<file path="config.mk">
export PLATFORM = sky130hd
export DESIGN_NAME = mult_32bit_flat
export DESIGN_NICKNAME = d
export VERILOG_FILES = /design/src/rtl/mult_32bit_if.sv /design/src/rtl/mult_32bit.sv /design/src/flat_wrapper.sv
export SDC_FILE = /design/constraint.sdc
export NUM_CORES = 1
export LEC_CHECK = 0
export CORE_ASPECT_RATIO = 1.1
export CORE_UTILIZATION = 40
export CTS_BUF_LIST = sky130_fd_sc_hd__clkbuf_16
export CTS_CLUSTER_DIAMETER = 200
export DETAILED_ROUTE_END_ITERATION = 8
export GPL_ROUTABILITY_DRIVEN = 0
export PLACE_DENSITY_LB_ADDON = 0.25
export SETUP_SLACK_MARGIN = 0.5
export SLEW_MARGIN = 20
export SYNTH_ARGS = -nofsm -noshare
export SYNTH_HDL_FRONTEND = slang
export SYNTH_SLANG_ARGS = --single-unit
export TNS_END_PERCENT = 50
</file>
<file path="constraint.sdc">
create_clock -name clock -period 9.55 [get_ports clock]
set_input_delay 1.4325 -clock clock [delete_from_list [all_inputs] [get_ports clock]]
set_output_delay 1.4325 -clock clock [all_outputs]
set_load 0.1 [all_outputs]
</file>
<file path="src/rtl/mult_32bit_if.sv">
// Operand/control/result bundle shared by the MultDiv arithmetic units.
// The master drives the operands and the start pulse; the slave returns the product.
interface mult_32bit_if #(
    parameter int WIDTH = 32
);
    logic [WIDTH-1:0] data_operandA;
    logic [WIDTH-1:0] data_operandB;
    logic             ctrl_MULT;
    logic [WIDTH-1:0] data_result;
    logic             data_exception;
    logic             data_resultRDY;

    modport master (
        output data_operandA, data_operandB, ctrl_MULT,
        input  data_result, data_exception, data_resultRDY
    );

    modport slave (
        input  data_operandA, data_operandB, ctrl_MULT,
        output data_result, data_exception, data_resultRDY
    );
endinterface

</file>
<file path="src/rtl/mult_32bit.sv">
// Sequential signed multiplier using radix-4 modified Booth recoding.
// Retires two multiplier bits per clock; WIDTH/2 iterations per product.
module mult_32bit #(
    parameter int WIDTH = 32
) (
    input  logic          clock,
    input  logic          resetn,
    mult_32bit_if.slave   bus
);
    localparam int ITER  = WIDTH / 2;
    localparam int CNT_W = $clog2(ITER) + 1;
    localparam logic [CNT_W-1:0] LAST = CNT_W'(ITER - 1);

    typedef enum logic [1:0] {IDLE, BUSY, DONE} state_t;

    state_t                  r_state, w_next;
    logic [WIDTH-1:0]        r_m;
    logic signed [WIDTH+1:0] r_acc;
    logic [WIDTH-1:0]        r_q;
    logic                    r_qm1;
    logic [CNT_W-1:0]        r_cnt;
    logic [WIDTH-1:0]        r_result;
    logic                    r_exc;
    logic                    r_rdy;

    logic signed [WIDTH+1:0] w_m_ext;
    logic signed [WIDTH+1:0] w_term;
    logic signed [WIDTH+1:0] w_acc_sum;
    logic signed [WIDTH+1:0] w_acc_sh;
    logic [WIDTH-1:0]        w_q_sh;
    logic                    w_qm1_sh;
    logic [WIDTH:0]          w_p_hi;
    logic                    w_last;

    function automatic logic signed [WIDTH+1:0] booth_term(
        input logic [2:0]              sel,
        input logic signed [WIDTH+1:0] m
    );
        case (sel)
            3'b001, 3'b010: return m;
            3'b011:         return m <<< 1;
            3'b100:         return -(m <<< 1);
            3'b101, 3'b110: return -m;
            default:        return '0;
        endcase
    endfunction

    // Product fits in WIDTH bits only when the top WIDTH+1 bits are all sign copies.
    function automatic logic ovf(input logic [WIDTH:0] hi);
        return ~(&hi | ~|hi);
    endfunction

    assign w_m_ext   = {{2{r_m[WIDTH-1]}}, r_m};
    assign w_term    = booth_term({r_q[1:0], r_qm1}, w_m_ext);
    assign w_acc_sum = r_acc + w_term;
    assign w_acc_sh  = {{2{w_acc_sum[WIDTH+1]}}, w_acc_sum[WIDTH+1:2]};
    assign w_q_sh    = {w_acc_sum[1:0], r_q[WIDTH-1:2]};
    assign w_qm1_sh  = r_q[1];
    assign w_p_hi    = {w_acc_sh[WIDTH-1:0], w_q_sh[WIDTH-1]};
    assign w_last    = (r_cnt == LAST);

    always_comb begin
        w_next = r_state;
        if (bus.ctrl_MULT) begin
            w_next = BUSY;
        end else begin
            case (r_state)
                BUSY:    if (w_last) w_next = DONE;
                default: w_next = r_state;
            endcase
        end
    end

    always_ff @(posedge clock or negedge resetn) begin
        if (!resetn) begin
            r_state  <= IDLE;
            r_m      <= '0;
            r_acc    <= '0;
            r_q      <= '0;
            r_qm1    <= 1'b0;
            r_cnt    <= '0;
            r_result <= '0;
            r_exc    <= 1'b0;
            r_rdy    <= 1'b0;
        end else begin
            r_state <= w_next;
            if (bus.ctrl_MULT) begin
                r_m   <= bus.data_operandA;
                r_acc <= '0;
                r_q   <= bus.data_operandB;
                r_qm1 <= 1'b0;
                r_cnt <= '0;
                r_rdy <= 1'b0;
            end else if (r_state == BUSY) begin
                r_acc <= w_acc_sh;
                r_q   <= w_q_sh;
                r_qm1 <= w_qm1_sh;
                r_cnt <= r_cnt + 1'b1;
                // After the last shift {acc[WIDTH-1:0], q} holds the full product.
                if (w_last) begin
                    r_result <= w_q_sh;
                    r_exc    <= ovf(w_p_hi);
                    r_rdy    <= 1'b1;
                end
            end
        end
    end

    assign bus.data_result    = r_result;
    assign bus.data_exception = r_exc;
    assign bus.data_resultRDY = r_rdy;
endmodule

</file>
<file path="src/flat_wrapper.sv">
// flat-port wrapper written by rule: the top's interface ports become plain ports
module mult_32bit_flat 
#(
    parameter int WIDTH = 32
)
  (clock, resetn, bus_data_operandA, bus_data_operandB, bus_ctrl_MULT, bus_data_result, bus_data_exception, bus_data_resultRDY);
  mult_32bit_if #(.WIDTH(WIDTH)) bus_i ();
  input  logic clock;
  input  logic resetn;
  input wire logic [$bits(bus_i.data_operandA)-1:0] bus_data_operandA;
  input wire logic [$bits(bus_i.data_operandB)-1:0] bus_data_operandB;
  input wire logic [$bits(bus_i.ctrl_MULT)-1:0] bus_ctrl_MULT;
  output wire logic [$bits(bus_i.data_result)-1:0] bus_data_result;
  output wire logic [$bits(bus_i.data_exception)-1:0] bus_data_exception;
  output wire logic [$bits(bus_i.data_resultRDY)-1:0] bus_data_resultRDY;
  assign bus_i.data_operandA = bus_data_operandA;
  assign bus_i.data_operandB = bus_data_operandB;
  assign bus_i.ctrl_MULT = bus_ctrl_MULT;
  assign bus_data_result = bus_i.data_result;
  assign bus_data_exception = bus_i.data_exception;
  assign bus_data_resultRDY = bus_i.data_resultRDY;
  mult_32bit #(.WIDTH(WIDTH)) u_core (.clock(clock), .resetn(resetn), .bus(bus_i));
endmodule
</file>
# Word level (Yosys, flattened, before mapping)
# Index checks and enable logic that the tools add are counted.
# Widths: inputs -> output; s select.
# totals
reg_bits	140
in_bits	67
# classes
addsub	4
eq_ne	8
muxes	15
bitwise_logic	3
n_reduce_logical	9
# op_table
operator	n
$pmux 34 s4	1
$mux 34	2
$mux 32	2
$add 34x34->34	1
$neg 32->34	1
$neg 33->34	1
$reduce_and 33->1	1
$reduce_or 33->1	1
$mux 5	2
$eq 3x3->1 const B	3
$eq 3x2->1 const B	2
$mux 2	3
$add 5x1->5 const B	1
$eq 5x4->1 const B	1
$mux 1	5
$reduce_bool 2->1	2
$reduce_or 2->1	2
$eq 3x1->1 const B	1
$reduce_and 3->1	1
$eq 2x1->1 const B	1
$not 1->1	2
$reduce_and 2->1	1
$logic_not 1->1	1
$or 1x1->1	1

# Depth between registers and ports, before layout
# Gate-level depths: netlist of run 1.
# logic_depth
word_depth	8
mapped_depth	23
mapped_depth_nobuf	22

# Least setup slack after synthesis of run 1
# Ideal clock, no wire load.
# synth_timing
path_kind	register -> register
startpoint	register u_core.r_m[0]
endpoint	register u_core.r_exc (netlist: u_core.bus.data_exception)
setup_ns	0.132
arrival_ns	4.740
path_slack_ns	4.678
stages_incl_launch_ff	23
synth_period_minus_slack_ns	4.872
path_cell_list	dfrtp_1 -> inv_1 -> ha_1 -> or3b_2 -> nor3_2 -> nand2_1 -> nor3_1 -> nand2b_1 -> xnor2_1 -> a221oi_1 -> a31oi_1 -> ha_1 -> clkbuf_1 -> nand4_1 -> nor3_1 -> o2bb2ai_1 -> a211oi_1 -> xnor2_1 -> nand4_1 -> or4_1 -> nor4_1 -> a41o_1 -> a21oi_1
# synth_between
elab_chain_cells	7
word_cells_on_any_way	9
# synth_lines
item	line_no	rtl
start, declared	mult_32bit.sv:17	logic [WIDTH-1:0] r_m;
start signal, assigned	mult_32bit.sv:88	r_m <= bus.data_operandA;
$neg 33->34 or $neg 32->34 (tied branches)	mult_32bit.sv:42, mult_32bit.sv:43	
$pmux 34 s4 (*)	mult_32bit.sv:39	case (sel)
$add 34x34->34 (*)	mult_32bit.sv:55	assign w_acc_sum = r_acc + w_term;
$reduce_or 33->1	mult_32bit.sv:50	return ~(&hi | ~|hi);
$logic_not 1->1	mult_32bit.sv:50	
$or 1x1->1 (*)	mult_32bit.sv:50	
$not 1->1 (*)	mult_32bit.sv:50	
end signal, assigned	mult_32bit.sv:102	r_exc <= ovf(w_p_hi);
end, declared	mult_32bit.sv:23	logic r_exc;
# Every way passes the cells marked *; elsewhere a longest branch is shown, timed or not.
# A chain may end at the register's enable or synchronous reset.

# Worst setup path in the final report of run 1
# layout_timing
startpoint	register u_core.r_m[1]
endpoint	register u_core.r_exc (netlist: u_core.bus.data_exception)
# Same word-level chain as after synthesis.

==> results of run 1 <==
## stage by stage
step / area (um^2) / util [%] / hold WS (ns) / instances
floorplan: 9600 / - / 0.487 / 1111
global placement: 10700 / 45.5 / 0.489 / 1442
detailed placement: 10700 / 45.5 / 0.495 / 1442
CTS: 11300 / 48.0 / 0.517 / 1474
global route: 11300 / 48.0 / 0.530 / 1474
finish: 11300 / 48.0 / 0.509 / 1474
## sequential cells by signal, indices dropped and copies added, names as in the netlist
register / count
u_core.bus.data_exception: 1
u_core.bus.data_result: 32
u_core.r_acc: 32
u_core.r_cnt: 5
u_core.r_m: 32
u_core.r_q: 32
u_core.r_qm1: 1
u_core.r_state: 2
## layer usage
metal	vias up	wire length [um]
met5	-	0
met4	0	1420
met3	67	1670
met2	283	12100
met1	4076	11400
li1	4090	-
## worst register-to-register path, stage by stage (launching register included)
cell and delay, ns:
dfrtp_1 0.45, inv_1 0.11, ha_1 0.20, or3b_2 0.51, nor3_2 0.38, nand2_1 0.17, nor3_1 0.26, nand2b_1 0.16
xnor2_1 0.10, a221oi_1 0.30, a31oi_1 0.11, ha_1 0.53, nand2_1 0.11, o21ai_0 0.38, or4_1 0.17, o311ai_0 0.11
nor3_1 0.42, nand3_1 0.16, or4_1 0.56, nor4_1 0.21, a41o_1 0.21, a21oi_1 0.04
## power groups by stage
stage               logic, mW  registers [mW]  clock network, mW
detailed placement       1.15           0.759                  0
CTS                      1.16           0.749              0.695
finish                   1.17           0.750              0.682
global route             1.31           0.763              0.718
global placement         1.15           0.757                  0
floorplan               0.885           0.728                  0
## cells in the final DEF, fill, tap and decap left out, types with 16 or more instances in the layout
cell type        count
nor3_1              16
ha_1                36
dfrtp_1            137
mux2_2              60
o21ai_0             80
clkbuf_16           17
nand4_1             18
xor2_1              35
a221oi_1            20
a31oi_1             20
nand2_1            181
xnor2_1             45
a21oi_1             78
nor2_1              79
inv_1               17
mux2i_1             38
clkdlybuf4s50_1     98
## cell type report
type                            count  area [um^2]
Tap cell                          305          382
Clock buffer                       17          425
Timing Repair Buffer              110         1070
Multi-Input combinational cell    873         5790
Sequential cell                   137         3430
Clock inverter                     15          166
Fill cell                        2309        12300
Inverter                           17         63.8
## cell families after synthesis
kind of cell / after synthesis / share of synthesized area, %
compound gates: 282 / 18.7
simple gates: 376 / 18.2
xor+xnor: 80 / 7.30
mux: 98 / 11.0
fa+ha+maj: 37 / 4.90
buf+inv: 101 / 4.15
flops: 137 / 35.7
## how the worst max path moves through the flow
stage | slack [ns] | end | startpoint | depth (start not counted)
after floorplan | 4.68 | u_core.bus.data_exception$_DFFE_PN0P_ | u_core.r_m[0]$_DFFE_PN0P_ | 22
after global placement | 4.12 | u_core.bus.data_exception$_DFFE_PN0P_ | u_core.r_m[2]$_DFFE_PN0P_ | 19
after detailed placement | 3.91 | u_core.bus.data_exception$_DFFE_PN0P_ | u_core.r_m[0]$_DFFE_PN0P_ | 21
after CTS | 3.88 | u_core.bus.data_exception$_DFFE_PN0P_ | u_core.r_m[0]$_DFFE_PN0P_ | 21
after global routing | 3.16 | u_core.bus.data_exception$_DFFE_PN0P_ | u_core.r_m[0]$_DFFE_PN0P_ | 20
final | 3.80 | u_core.bus.data_exception$_DFFE_PN0P_ | u_core.r_m[1]$_DFFE_PN0P_ | 21
==> impl_metrics.json, run 1 <==
{
  "outcome": "complete, no violations",
  "dp_slack_ns": 3.91,
  "ir_worst_vdd_uv": 114,
  "critPathArrivalTime_ns": 6.04,
  "p_total_mw": 2.60,
  "grtUsageMet1_pct": 27.6,
  "drt-initial-drc-count": 556,
  "wl_per_cell_um": 18.0,
  "hold_path_depth": 1,
  "cap_violations": 0,
  "async_reset_ff_share_pct": 100,
  "ant_nets": 0,
  "grt_pass1_wl_um": 43400,
  "r2r-start": "u_core.r_m[1]$_DFFE_PN0P_",
  "port_buffers": 100,
  "cts_setup_buffers": 0,
  "antenna_found_initial": 0,
  "fin_ws_ns": 3.80,
  "clock.fmax_ghz": 0.174,
  "dr.pass1.iters": 5,
  "ys_ff_latch": 137,
  "grt_max_degree": 75,
  "htreeDepth": 4,
  "drc_errors": 0,
  "critPathSlowestCell": "or4_1",
  "worstSetupPathType": "register to register",
  "routed_wl_um": 26500,
  "synth_sequential_area_ratio_pct": 35.7,
  "final_nets": 1260,
  "area_growth_syn_to_layout_pct": 18.1,
  "r2r_cells": 21,
  "num_io_pins": 101,
  "numCtsBuffers": 17,
  "final_layout_size_suffix_gt1_share_pct": 10.5,
  "drt-vias-per-instance": 5.78,
  "max_slew_margin_pct": 30.1,
  "finalCritPeriodShare_pct": 60.2,
  "grt_pass1_vias": 8341,
  "num_antenna_cells": 0,
  "avgSynthCellArea_um2": 8.64,
  "p_int_mw": 1.50,
  "start_util_pct": 40.6,
  "leakage_nw": 4.68,
  "path_clk_slew_ns": 0.07,
  "p_switching_mw": 1.10,
  "clock_path_buffers": 2,
  "hold_end": "u_core.bus.data_result[16]$_DFFE_PN0P_",
  "synth_edf_count": 0,
  "dp_hpwl_um": 18500,
  "r2r_slack_ns": 3.80,
  "comb_power_share_pct": 45.0,
  "holdCritPathClass": "register to register",
  "finalMaxSlewViolations": 0,
  "path_max_fanout": 12,
  "pwr-share-clk_pct": 26.2,
  "dieHeight_um": 164,
  "vias": 8516,
  "cts.repair.resized": 0,
  "use_met2_pct": 35.5,
  "yosys.area.top_type": "dfrtp_1",
  "placementRows": 59,
  "yosysWarnings": 0,
  "clkLatencyLatePin_ns": 0.43,
  "rsz0062_at_grt": "false",
  "cts_tree": "built",
  "core_region_area_um2": 23600,
  "synth.distinct_cells": 75,
  "synth_ff_type": "dfrtp_1",
  "synthTopCellsByArea": "dfrtp_1 36%, nand2_1 7.1%, mux2_2 7.0%",
  "min-delay-start": "u_core.bus.data_result[16]$_DFFE_PN0P_",
  "syn_area_um2": 9600,
  "met3_usage_pct": 5.72,
  "finalCriticalPeriod_ns": 5.75,
  "grt-busiest-layer": "met2",
  "hold_buffers": 0,
  "endpoint_kind": "register",
  "synth.most_common_cell": "nand2_1",
  "required_ns": 9.84,
  "netlist_instances": 1111,
  "critPathBufInv": 1,
  "die_area_um2": 24600,
  "crit_path_cell_trace": "inv_1, ha_1, or3b_2, nor3_2, nand2_1, nor3_1, nand2b_1, xnor2_1, a221oi_1, a31oi_1, ha_1, nand2_1, o21ai_0, or4_1, o311ai_0, nor3_1, nand3_1, or4_1, nor4_1, a41o_1, a21oi_1",
  "crit_family": "simple AND/OR/NAND/NOR gates",
  "switching_share_pct": 42.2,
  "synthTopCellsByCount": "181 x nand2_1, 137 x dfrtp_1, 80 x o21ai_0, 79 x nor2_1, 78 x a21oi_1",
  "grt-ovfl-total": 0,
  "finalSetupViolCount": 0,
  "critPathMaxStageDelay_ns": 0.56,
  "pwr-share-seq_pct": 28.8,
  "clkSinkCount": 137,
  "startpoint_type": "register",
  "hold_viol_final": 0,
  "r2r_end": "u_core.bus.data_exception$_DFFE_PN0P_",
  "netlist.area_leader.share_pct": 35.7,
  "cts_root_buf": "clkbuf_16",
  "tightest_slew_ns": 1.05,
  "fin_tns_setup_ns": 0,
  "p_per_area_nw_per_um2": 230,
  "clock_skew_ns": 0.0128,
  "fp.dieW_um": 150,
  "syn-num-nets": 1215,
  "track_usage_pct": 22.5
}
(Power assumes the default switching activity.)
==> inputs of run 2 (changes only) <==
==> constraint.sdc (replaced) <==
create_clock -name clock -period 5.2 [get_ports clock]
set_input_delay 0.78 -clock clock [delete_from_list [all_inputs] [get_ports clock]]
set_output_delay 0.78 -clock clock [all_outputs]
set_load 0.1 [all_outputs]
==> run 2 against run 1 <==
Via count is 4.3% higher. Largest cell class unchanged. Register-to-register slack worse by 3.5 ns. Core utilization is 4.1 points higher. Die area stayed put. Combinational power is 140% higher. Global-route usage is 0.72 points higher. Highest routed layer unchanged. Final cell count is 5.6% higher.
==> impl_metrics.json, run 2 (synthesis results as in run 1) <==
{
  "outcome": "complete, no violations",
  "ir_worst_vdd_uv": 237,
  "htreeDepth": 4,
  "hold_viol_final": 0,
  "clock_skew_ns": 0.0119,
  "finish.instance_area_um2": 12300,
  "hold_buffers": 0,
  "clkLatencyLatePin_ns": 0.43,
  "finalSetupViolCount": 0,
  "critPathArrivalTime_ns": 5.25,
  "finalCritPeriodShare_pct": 95.1,
  "wl_per_cell_um": 17.9,
  "clock.fmax_ghz": 0.202,
  "start_util_pct": 40.6,
  "endpoint_kind": "register",
  "placed_cell_area_um2": 11100,
  "cts_root_buf": "clkbuf_16",
  "max_slew_margin_pct": 31.0,
  "path_clk_slew_ns": 0.07,
  "leakage_nw": 5.13,
  "port_buffers": 100,
  "num_io_pins": 101,
  "holdWs_ns": 0.452,
  "placementRows": 59,
  "p_per_area_nw_per_um2": 436,
  "final_cell_mix": "174 x nand2_1, 137 x dfrtp_1, 98 x clkdlybuf4s50_1",
  "clock_path_buffers": 2,
  "fp.dieW_um": 150,
  "cts_tree": "built",
  "grt-ovfl-total": 0,
  "layout_commonest_cell": "nand2_1",
  "final_layout_size_suffix_gt1_share_pct": 22.1,
  "numCtsBuffers": 17,
  "final_nets": 1343,
  "grt_max_degree": 97,
  "fin_ws_ns": 0.256,
  "p_total_mw": 5.36,
  "final_util_pct": 52.0,
  "fin_tns_setup_ns": 0,
  "path_max_fanout": 4,
  "dp_slack_ns": -0.00737,
  "core_region_area_um2": 23600,
  "holdCritPathClass": "input port to asynchronous set/reset pin",
  "finalMaxSlewViolations": 0,
  "dieHeight_um": 164,
  "die_area_um2": 24600,
  "drt-initial-drc-count": 518,
  "grt_pass1_vias": 8680,
  "grt_pass1_wl_um": 44900,
  "cap_violations": 0,
  "antenna_found_initial": 0,
  "drc_errors": 0,
  "vias": 8886,
  "dr.pass1.iters": 5,
  "rsz0062_at_grt": "true",
  "clkSinkCount": 137,
  "finalCriticalPeriod_ns": 4.94,
  "fin_cells": 1556,
  "area_growth_syn_to_layout_pct": 28.1,
  "drt-vias-per-instance": 5.71,
  "track_usage_pct": 23.2,
  "tightest_slew_ns": 1.03,
  "startpoint_type": "register",
  "num_antenna_cells": 0,
  "routed_wl_um": 27800,
  "worstSetupPathType": "register to register",
  "ant_nets": 0,
  "dp_hpwl_um": 19300,
  "required_ns": 5.50,
  "dp_cells": 1488
}
## run 2: changes by cell type in the layout (fill, tap and decap cells not counted), sizes merged
cell and delta:
buf +83, bufinv -1
## run 2: layer usage
metal  vias to the layer above  global-route usage [%]  share of wire [%]
met1                      4247                    27.4                 40
met3                        81                    5.64                6.6
li1                       4251                       -                  -
met2                       307                    38.7                 49
met5                         -                       0                  0
met4                         0                    12.5                4.4
## run 2: timing repair
action / 4_1_cts / 5_1_grt
hold endpoints to repair: 0 / 0
endpoints found under the setup margin: 6 / 10
resized for setup: 56 / 30
pin swaps: 29 / 22
setup buffers: 25 / 12
## run 2: critical path, stage by stage, from the launching register on
cell and delay, ns:
dfrtp_1 0.40, or4_4 0.56, nor3_4 0.22, buf_6 0.14
and2_4 0.15, nand2_2 0.07, or3_4 0.34, xor2_1 0.15
a221oi_1 0.24, a31oi_1 0.09, ha_1 0.36, buf_4 0.16
a21oi_2 0.13, o21a_1 0.15, o2bb2ai_2 0.08, a211oi_2 0.30
buf_4 0.16, buf_4 0.09, o21bai_1 0.08, xor2_1 0.22
buf_4 0.16, nand4_1 0.08, nor4_1 0.25, a41o_1 0.20
a21oi_1 0.04
## run 2: final timing paths
kind | end | depth (start not counted) | startpoint | slack (ns)
worst max-delay path | u_core.bus.data_exception$_DFFE_PN0P_ | 24 | u_core.r_m[1]$_DFFE_PN0P_ | 0.26
worst min register to register | u_core.bus.data_result[12]$_DFFE_PN0P_ | 1 | u_core.bus.data_result[12]$_DFFE_PN0P_ | 0.51
worst max register to register | u_core.bus.data_exception$_DFFE_PN0P_ | 24 | u_core.r_m[1]$_DFFE_PN0P_ | 0.26
worst min-delay path | u_core.bus.data_result[22]$_DFFE_PN0P_ | 1 | resetn | 0.45
max in group asynchronous | u_core.r_m[29]$_DFFE_PN0P_ | 2 | resetn | 3.64
min in group clock | u_core.bus.data_result[12]$_DFFE_PN0P_ | 1 | u_core.bus.data_result[12]$_DFFE_PN0P_ | 0.51
## run 2: cell type report
| cell class | count | area (um^2) |
|---|---|---|
| fill | 2229 | 11300 |
| clock inverter | 14 | 138 |
| tap | 305 | 382 |
| multi-input combinational | 873 | 6150 |
| timing repair buffer | 193 | 1710 |
| clock buffer | 17 | 425 |
| inverter | 17 | 63.8 |
| sequential | 137 | 3430 |
## run 2: power breakdown
part | internal (mW) | leakage, nW | switching [mW] | total (mW)
sequential | 1.23 | 1.74 | 0.147 | 1.37
combinational | 1.20 | 3.12 | 1.59 | 2.79
clock | 0.669 | 0.273 | 0.525 | 1.19
total | 3.10 | 5.13 | 2.26 | 5.36
==> inputs of run 3 (changes only) <==
--- a/config.mk
+++ b/config.mk
@@ -10,6 +10,7 @@
 export CTS_BUF_LIST = sky130_fd_sc_hd__clkbuf_16
 export CTS_CLUSTER_DIAMETER = 200
 export DETAILED_ROUTE_END_ITERATION = 8
+export DONT_BUFFER_PORTS = 1
 export GPL_ROUTABILITY_DRIVEN = 0
 export PLACE_DENSITY_LB_ADDON = 0.25
 export SETUP_SLACK_MARGIN = 0.5
==> run 3 against run 2 <==
Die area unchanged. Maximum frequency increased by 1.1%. Largest cell class unchanged. Total power increased by 2.5%.
==> impl_metrics.json, run 3 (synthesis results as in run 1) <==
{
  "path_clk_slew_ns": 0.07,
  "routed_wl_um": 27600,
  "clock_path_buffers": 2,
  "holdWs_ns": 0.0389,
  "placementRows": 59,
  "p_int_mw": 3.16,
  "start_util_pct": 40.6,
  "finalCritPeriodShare_pct": 94.0,
  "pwr-share-seq_pct": 25.4,
  "rsz0062_at_grt": "true",
  "htreeDepth": 4,
  "pwr-share-clk_pct": 22.3,
  "antenna_found_initial": 0,
  "leakage_nw": 4.95,
  "crit_family": "simple AND/OR/NAND/NOR gates",
  "final_layout_size_suffix_gt1_share_pct": 27.8,
  "switching_share_pct": 42.4,
  "clock.fmax_ghz": 0.205,
  "num_antenna_cells": 0,
  "path_max_fanout": 4,
  "critPathBufInv": 0,
  "p_per_area_nw_per_um2": 470,
  "final_cell_mix": "169 x nand2_1, 137 x dfrtp_1, 95 x buf_4",
  "comb_power_share_pct": 52.3,
  "critPathArrivalTime_ns": 5.20,
  "ant_nets": 0,
  "drt-vias-per-instance": 5.77,
  "final_nets": 1251,
  "fp.dieW_um": 150,
  "worstSetupPathType": "register to register",
  "cts_tree": "built",
  "fin_cells": 1465,
  "required_ns": 5.51,
  "track_usage_pct": 21.9,
  "finalCriticalPeriod_ns": 4.89,
  "grt-ovfl-total": 0,
  "p_switching_mw": 2.33,
  "numCtsBuffers": 17,
  "dp_cells": 1382,
  "critPathSlowestCell": "or4_4",
  "clkLatencyLatePin_ns": 0.43,
  "layout_commonest_cell": "nand2_1",
  "dieHeight_um": 164,
  "wl_per_cell_um": 18.8,
  "cts_root_buf": "clkbuf_16",
  "finalSetupViolCount": 0,
  "critPathMaxStageDelay_ns": 0.57,
  "tightest_slew_ns": 1.09,
  "holdCritPathClass": "input port to asynchronous set/reset pin",
  "max_slew_margin_pct": 27.2,
  "startpoint_type": "register",
  "core_region_area_um2": 23600,
  "grt_pass1_wl_um": 42200,
  "grt_max_degree": 141,
  "area_growth_syn_to_layout_pct": 21.9,
  "crit_path_cell_trace": "or4_4, nor3_4, and2_4, nand2_4, or3_4, nand2_2, xor2_1, o21ai_1, ha_1, a21oi_1, o21ai_2, o21bai_1, o211ai_1, nand4_1, or4_1, nor3b_2, nand4_1, nor4_1, a21oi_1",
  "ir_worst_vdd_uv": 253,
  "vias": 8451,
  "dp_hpwl_um": 18400,
  "hold_viol_final": 0,
  "drt-initial-drc-count": 580,
  "cap_violations": 0,
  "dr.pass1.iters": 5,
  "port_buffers": 0,
  "clock_skew_ns": 0.00827,
  "finalMaxSlewViolations": 0,
  "endpoint_kind": "register",
  "outcome": "complete, no violations",
  "drc_errors": 0,
  "clkSinkCount": 137,
  "grt_pass1_vias": 8164,
  "num_io_pins": 101,
  "die_area_um2": 24600
}
==> run 3: layout make-up <==
cell class	instances	area (um^2)
Clock inverter	15	154
Tap cell	305	382
Multi-Input combinational cell	873	6460
Clock buffer	17	425
Inverter	17	63.8
Fill cell	2254	11900
Timing Repair Buffer	101	781
Sequential cell	137	3430
==> run 3: routing by layer <==
metal,routed length (um),track usage [%]
met5,0,0
met2,13300,36.7
met4,810,9.27
met1,11800,26.4
met3,1680,5.64
==> run 3: path summary, 6_finish.rpt <==
path / cells past startpoint / end / slack (ns) / startpoint
setup / recovery: 19 / u_core.bus.data_exception$_DFFE_PN0P_ / 0.31 / u_core.r_m[0]$_DFFE_PN0P_
hold / removal: 0 / u_core.bus.data_result[22]$_DFFE_PN0P_ / 0.04 / resetn
setup reg to reg: 19 / u_core.bus.data_exception$_DFFE_PN0P_ / 0.31 / u_core.r_m[0]$_DFFE_PN0P_
hold reg to reg: 2 / u_core.r_acc[12]$_DFFE_PN0P_ / 0.52 / u_core.r_acc[12]$_DFFE_PN0P_
max in group asynchronous: 0 / u_core.r_m[27]$_DFFE_PN0P_ / 4.96 / resetn
min in group clock: 1 / u_core.r_acc[2]$_DFFE_PN0P_ / 0.44 / bus_ctrl_MULT
==> run 3: power groups by stage <==
| stage | registers (mW) | clock network, mW | logic, mW |
|---|---|---|---|
| final | 1.39 | 1.23 | 2.87 |
| after global routing | 1.42 | 1.29 | 3.10 |
| after CTS | 1.39 | 1.25 | 2.53 |
| after detailed placement | 1.40 | 0 | 2.27 |
| after global placement | 1.40 | 0 | 2.26 |
| after floorplan | 1.34 | 0 | 1.64 |
==> run 3: through the flow <==
stage	power, mW	utilization [%]	area, um^2	TNS (ns)	setup WS, ns
6_report	5.49	49.5	11700	0	0.312
5_1_grt	5.81	49.5	11700	0	0.109
4_1_cts	5.17	47.2	11100	0	0.297
3_5_place_dp	3.67	42.6	10100	-0.104	-0.104
3_3_place_gp	3.66	42.6	10100	-0.0840	-0.0840
2_1_floorplan	2.98	-	9620	0	0.554
==> run 3: repair_timing <==
action	CTS	global route
buffers inserted	30	21
gates resized for setup	67	84
pin swaps	34	71
endpoints found under the setup margin	6	8
hold buffers	0	0
